[src/rtl/actuator_scheduler_if.sv]
// Sensor request bundle into the actuator scheduler and the registered
// display/actuator drives back out of it.
interface actuator_scheduler_if;
  logic       SFD;
  logic       SRD;
  logic       SFA;
  logic       SW;
  logic       ST;
  logic [5:0] temperature;
  logic [2:0] display;
  logic       front_door;
  logic       rear_door;
  logic       alarm_buzzer;
  logic       window_buzzer;
  logic       heater;
  logic       cooler;
  logic       busy;

  modport master (
    output SFD, SRD, SFA, SW, ST, temperature,
    input  display, front_door, rear_door, alarm_buzzer, window_buzzer,
           heater, cooler, busy
  );

  modport slave (
    input  SFD, SRD, SFA, SW, ST, temperature,
    output display, front_door, rear_door, alarm_buzzer, window_buzzer,
           heater, cooler, busy
  );
endinterface

[src/rtl/actuator_scheduler.sv]
// Round-robin arbiter sharing one actuator/display channel among five
// requesters, with bounded dwell, a one-cycle break-before-make gap and alarm preemption.
module actuator_scheduler #(
  parameter int unsigned DWELL      = 8,
  parameter int unsigned HEAT_BELOW = 10,
  parameter int unsigned COOL_ABOVE = 30,
  parameter bit          PREEMPT    = 1'b1
) (
  input logic                 clk,
  input logic                 reset,
  actuator_scheduler_if.slave bus
);

  typedef enum logic [1:0] {IDLE, GRANT, GAP} state_t;

  localparam logic [5:0] HEAT_T     = 6'(HEAT_BELOW);
  localparam logic [5:0] COOL_T     = 6'(COOL_ABOVE);
  localparam logic [7:0] DWELL_LOAD = 8'(DWELL - 1);

  state_t     state, state_nx;
  logic [2:0] ptr, ptr_nx;
  logic [2:0] slot, slot_nx;
  logic [2:0] code, code_nx;
  logic [7:0] cnt, cnt_nx;
  logic [2:0] display_q, display_nx;
  logic [5:0] act_q, act_nx;
  logic       busy_q, busy_nx;

  logic       cold, hot;
  logic [7:0] req;
  logic       pick_valid;
  logic [2:0] pick, pick_code;
  logic [3:0] idx;
  logic       preempt_hit, mode_flip;

  assign cold = bus.temperature < HEAT_T;
  assign hot  = bus.temperature > COOL_T;
  // Padded to 8 bits so a 3-bit slot index always lands inside the vector.
  assign req  = {3'b000, bus.ST & (hot | cold), bus.SW, bus.SFA, bus.SRD, bus.SFD};

  always_comb begin
    pick_valid = 1'b0;
    pick       = '0;
    idx        = '0;
    for (int unsigned i = 0; i < 5; i++) begin
      idx = 4'(ptr) + 4'(i);
      if (idx >= 4'd5) idx = idx - 4'd5;
      if (!pick_valid && req[idx[2:0]]) begin
        pick_valid = 1'b1;
        pick       = idx[2:0];
      end
    end
  end

  assign pick_code   = (pick == 3'd4) ? (cold ? 3'd5 : 3'd6) : pick + 3'd1;
  assign preempt_hit = PREEMPT && bus.SFA && (slot != 3'd2);
  assign mode_flip   = (slot == 3'd4) &&
                       (((code == 3'd5) && hot) || ((code == 3'd6) && cold));

  always_comb begin
    state_nx = state;
    ptr_nx   = ptr;
    slot_nx  = slot;
    code_nx  = code;
    cnt_nx   = cnt;
    unique case (state)
      IDLE, GAP: begin
        if (pick_valid) begin
          state_nx = GRANT;
          slot_nx  = pick;
          code_nx  = pick_code;
          cnt_nx   = DWELL_LOAD;
        end else begin
          state_nx = IDLE;
        end
      end
      GRANT: begin
        // Preemption outranks a coincident dwell expiry so the alarm goes next.
        if (preempt_hit) begin
          state_nx = GAP;
          ptr_nx   = 3'd2;
        end else if ((cnt == '0) || !req[slot] || mode_flip) begin
          state_nx = GAP;
          ptr_nx   = (slot == 3'd4) ? 3'd0 : slot + 3'd1;
        end else begin
          cnt_nx = cnt - 8'd1;
        end
      end
      default: state_nx = IDLE;
    endcase

    busy_nx    = (state_nx == GRANT);
    display_nx = busy_nx ? code_nx : 3'd0;
    act_nx     = (display_nx == 3'd0) ? 6'd0 : (6'd1 << (display_nx - 3'd1));
  end

  always_ff @(posedge clk or negedge reset) begin
    if (!reset) begin
      state     <= IDLE;
      ptr       <= '0;
      slot      <= '0;
      code      <= '0;
      cnt       <= '0;
      display_q <= '0;
      act_q     <= '0;
      busy_q    <= 1'b0;
    end else begin
      state     <= state_nx;
      ptr       <= ptr_nx;
      slot      <= slot_nx;
      code      <= code_nx;
      cnt       <= cnt_nx;
      display_q <= display_nx;
      act_q     <= act_nx;
      busy_q    <= busy_nx;
    end
  end

  assign bus.display       = display_q;
  assign bus.front_door    = act_q[0];
  assign bus.rear_door     = act_q[1];
  assign bus.alarm_buzzer  = act_q[2];
  assign bus.window_buzzer = act_q[3];
  assign bus.heater        = act_q[4];
  assign bus.cooler        = act_q[5];
  assign bus.busy          = busy_q;

endmodule
[src/flat_wrapper.sv]
// flat-port wrapper written by rule: the top's interface ports become plain ports
module actuator_scheduler_flat 
#(
  parameter int unsigned DWELL      = 8,
  parameter int unsigned HEAT_BELOW = 10,
  parameter int unsigned COOL_ABOVE = 30,
  parameter bit          PREEMPT    = 1'b1
)
  (clk, reset, bus_SFD, bus_SRD, bus_SFA, bus_SW, bus_ST, bus_temperature, bus_display, bus_front_door, bus_rear_door, bus_alarm_buzzer, bus_window_buzzer, bus_heater, bus_cooler, bus_busy);
  actuator_scheduler_if bus_i ();
  input logic clk;
  input logic reset;
  input wire logic [$bits(bus_i.SFD)-1:0] bus_SFD;
  input wire logic [$bits(bus_i.SRD)-1:0] bus_SRD;
  input wire logic [$bits(bus_i.SFA)-1:0] bus_SFA;
  input wire logic [$bits(bus_i.SW)-1:0] bus_SW;
  input wire logic [$bits(bus_i.ST)-1:0] bus_ST;
  input wire logic [$bits(bus_i.temperature)-1:0] bus_temperature;
  output wire logic [$bits(bus_i.display)-1:0] bus_display;
  output wire logic [$bits(bus_i.front_door)-1:0] bus_front_door;
  output wire logic [$bits(bus_i.rear_door)-1:0] bus_rear_door;
  output wire logic [$bits(bus_i.alarm_buzzer)-1:0] bus_alarm_buzzer;
  output wire logic [$bits(bus_i.window_buzzer)-1:0] bus_window_buzzer;
  output wire logic [$bits(bus_i.heater)-1:0] bus_heater;
  output wire logic [$bits(bus_i.cooler)-1:0] bus_cooler;
  output wire logic [$bits(bus_i.busy)-1:0] bus_busy;
  assign bus_i.SFD = bus_SFD;
  assign bus_i.SRD = bus_SRD;
  assign bus_i.SFA = bus_SFA;
  assign bus_i.SW = bus_SW;
  assign bus_i.ST = bus_ST;
  assign bus_i.temperature = bus_temperature;
  assign bus_display = bus_i.display;
  assign bus_front_door = bus_i.front_door;
  assign bus_rear_door = bus_i.rear_door;
  assign bus_alarm_buzzer = bus_i.alarm_buzzer;
  assign bus_window_buzzer = bus_i.window_buzzer;
  assign bus_heater = bus_i.heater;
  assign bus_cooler = bus_i.cooler;
  assign bus_busy = bus_i.busy;
  actuator_scheduler #(.DWELL(DWELL), .HEAT_BELOW(HEAT_BELOW), .COOL_ABOVE(COOL_ABOVE), .PREEMPT(PREEMPT)) u_core (.clk(clk), .reset(reset), .bus(bus_i));
endmodule
[config.mk]
export PLATFORM = sky130hd
export DESIGN_NAME = actuator_scheduler_flat
export DESIGN_NICKNAME = d
export VERILOG_FILES = /design/src/rtl/actuator_scheduler_if.sv /design/src/rtl/actuator_scheduler.sv /design/src/flat_wrapper.sv
export SDC_FILE = /design/constraint.sdc
export NUM_CORES = 1
export LEC_CHECK = 0
export CELL_PAD_IN_SITES_DETAIL_PLACEMENT = 2
export CELL_PAD_IN_SITES_GLOBAL_PLACEMENT = 2
export CORE_UTILIZATION = 36
export CTS_CLUSTER_DIAMETER = 60
export DETAILED_ROUTE_END_ITERATION = 12
export PLACE_DENSITY = 0.83
export SYNTH_ARGS = -nofsm -noshare
export SYNTH_HDL_FRONTEND = slang
export SYNTH_SLANG_ARGS = --single-unit
export TNS_END_PERCENT = 50
[constraint.sdc]
create_clock -name clk -period 5.3 [get_ports clk]
set_input_delay 0.795 -clock clk [delete_from_list [all_inputs] [get_ports clk]]
set_output_delay 0.795 -clock clk [all_outputs]
set_load 0.005 [all_outputs]
==> metrics, run 1 <==
status=completed; filler instances=805; Final Cycle Share=89.9%; Total GRT Usage=25.1%; Post-synth top cells=dfrtp_1 (29), inv_1 (23), nor2_1 (23); I/O pins=23; CP max FO=11; post-synthesis sequential area ratio=27.8%; clk sink count=29; pin count of the biggest net entering global routing=42; Synth Area in Compound Gates=25.4%; asr flop ratio synth=100%; layout cell share with drive strength beyond 1=11.3%; Req. time, crit path=5490 ps; # hold bufs at CTS=0; Layout Skew=5.00 ps; post-synthesis cell type count=78; largest family of logic cells by synthesized area=compound AO/OA/AOI/OAI gates; Finish-stage setup viols=0; synthesized area=2610 um^2; detailed placer's ending HPWL=6570 um; initial antenna violation count=0; vias=2416; area leader, netlist=dfrtp_1; syn avg cell area=8.83 um^2; I/O Buffers=22; CTS Buf Count=5; Initial Utilization=37.8%; Die Wd=87.2 um; H-tree depth=2; Site Rows=30; nets=348; setup TNS=0 ps; vias in the first global route=2641; Die ar.=7610 um^2; Iter 0 DRT Violations=57; Relative slew margins=44.8%; drt drc=0; Core Box Area=6910 um^2; Syn-to-layout area delta=16.8%; post-synthesis adder-cell area fraction=7.95%; root buffer cell=clkbuf_8; post-synthesis xor/xnor area fraction=2.68%; Hold Crit Class=register to register; endpoints failing hold=0; worst hold slack=577 ps; RD Place Congestion=0.902; EDFF count, synth=0; Synth Net Count=325; global-route wire length before repair=14400 um; Fmax=0.210 GHz; DRT Wirelength=8620 um; warnings from Yosys=0; RSZ-0062 raised after global routing=false; Clock Tree Buf Depth=2; post-synthesis cell count=296; DR WL/cell=20.7 um; die height=87.2 um; minimum clock period=4770 ps; max-slew violations=0; CP arrival=4950 ps; r2r setup slk=530 ps; CP Class=register to register; clk slew on worst S/H paths=60 ps; largest cells by area after synthesis=dfrtp_1 (28%), ha_1 (7.2%), mux2i_1 (3.8%); post-route ant nets=0; mux cell area share after synthesis=6.13%; Max-cap violations=0; Startpoint Class=register; Post-CTS Resized=0; Yosys reg bits=29; DR pass1 iterations=4; clock tree from TritonCTS=yes; clock latency on the worst-skew pair=290 ps; Post-Synth Simple-Gate Area=23.6%; antenna fix cells=0; Synth top area share=27.8%; GR Overflow Total=0; vias per cell=5.81; fin worst setup slack=533 ps; Crit. End Element=register; Worst Tran Pin Value=807 ps; Post-CTS Setup Inserts=0; top_reg_cell synth=dfrtp_1; cell with the most instances after synthesis=dfrtp_1; Place WS=471 ps
-- critical path, cell delays in order, from the launching register on --
cell	delay, ps
dfrtp_1	560
inv_1	270
ha_1	390
a221oi_4	450
mux2i_1	160
o32a_1	470
o21bai_1	280
nor3b_1	180
a311oi_1	240
nor3b_2	330
inv_1	100
ha_1	300
inv_1	60
nor4_1	480
nor3_4	130
nor4_1	270
-- cells in the final DEF (no fill, tap or decap), types with 3 or more instances in the layout --
cell type	netlist	final
ha_1	15	15
mux2i_1	10	10
inv_1	23	23
clkdlybuf4s50_1	0	22
a211oi_1	5	5
o22ai_1	3	3
nor2_1	23	23
buf_4	1	7
clkbuf_8	0	6
xnor2_1	7	7
inv_2	3	3
o21ai_0	16	16
nand3_1	4	4
a31oi_1	5	5
nand2b_1	9	9
nor3_1	10	10
and2_1	6	6
nand2_1	12	12
or3_1	6	6
a2111oi_0	4	4
dfrtp_1	29	29
a21oi_1	12	12
o211ai_1	3	3
nor3b_2	3	3
nor4_1	4	4
nor2b_1	7	7
nor3b_1	3	3
and3_1	5	5
-- metrics by stage --
step	area [um^2]	util, %	std cells
3_5_place_dp	2940	42.5	408
4_1_cts	3050	44.2	416
2_1_floorplan	2610	-	296
5_1_grt	3050	44.2	416
6_report	3050	44.2	416
3_3_place_gp	2940	42.5	408
-- per-layer routing --
| metal | global-route usage (%) | up-vias | share of wire (%) |
|---|---|---|---|
| met5 | 0 | - | 0 |
| met4 | 5.66 | 0 | 1.1 |
| met3 | 3.13 | 7 | 2.2 |
| met2 | 45.2 | 28 | 51 |
| met1 | 32.1 | 1232 | 46 |
| li1 | - | 1149 | - |
-- cell type report --
| class | instances | area (um^2) | share of cell area (%) |
|---|---|---|---|
| multi-input combinational | 228 | 1720 | 56.3 |
| sequential | 29 | 726 | 23.8 |
| timing repair buffer | 29 | 273 | 8.94 |
| tap | 96 | 120 | 3.94 |
| inverter | 26 | 97.6 | 3.20 |
| clock buffer | 7 | 86.3 | 2.83 |
| clock inverter | 1 | 30.0 | 0.984 |
-- sequential cells by signal, summed over array words and instances, names as in the netlist --
register,flops
u_core.ptr,3
u_core.state,2
u_core.code,3
u_core.cnt,8
u_core.act_q,6
u_core.slot,3
u_core.bus.display,3
u_core.bus.busy,1
-- logic make-up after synthesis --
logic type,Yosys count
and+or+nand+nor,105
AOI/OAI and AO/OA,85
buffers and inverters,39
DFF,29
adders and majority gates,16
muxes,14
xor gates and xnor gates,8
-- final timing paths --
path | from | to | depth (start not counted)
min in group asynchronous | reset | u_core.cnt[2]$_DFFE_PN0P_ | 2
max reg2reg | u_core.ptr[1]$_DFFE_PN0P_ | u_core.act_q[2]$_DFF_PN0_ | 15
min | u_core.cnt[5]$_DFFE_PN0P_ | u_core.cnt[5]$_DFFE_PN0P_ | 2
max | u_core.ptr[1]$_DFFE_PN0P_ | u_core.act_q[2]$_DFF_PN0_ | 15
min reg2reg | u_core.cnt[5]$_DFFE_PN0P_ | u_core.cnt[5]$_DFFE_PN0P_ | 2
max in group asynchronous | reset | u_core.code[1]$_DFF_PN0_ | 2
Power of run 1 is left out: the tool's default activity adds up to more than one toggle a clock period on the data nets, which glitch-free logic cannot reach.
==> inputs of run 2 (changes only) <==
Settings changed: CAP_MARGIN from default to 10.
==> results of run 2 <==
The final DEF is identical to that of run 1; final timing and power are the same.
Power of run 2 is left out for the same reason.
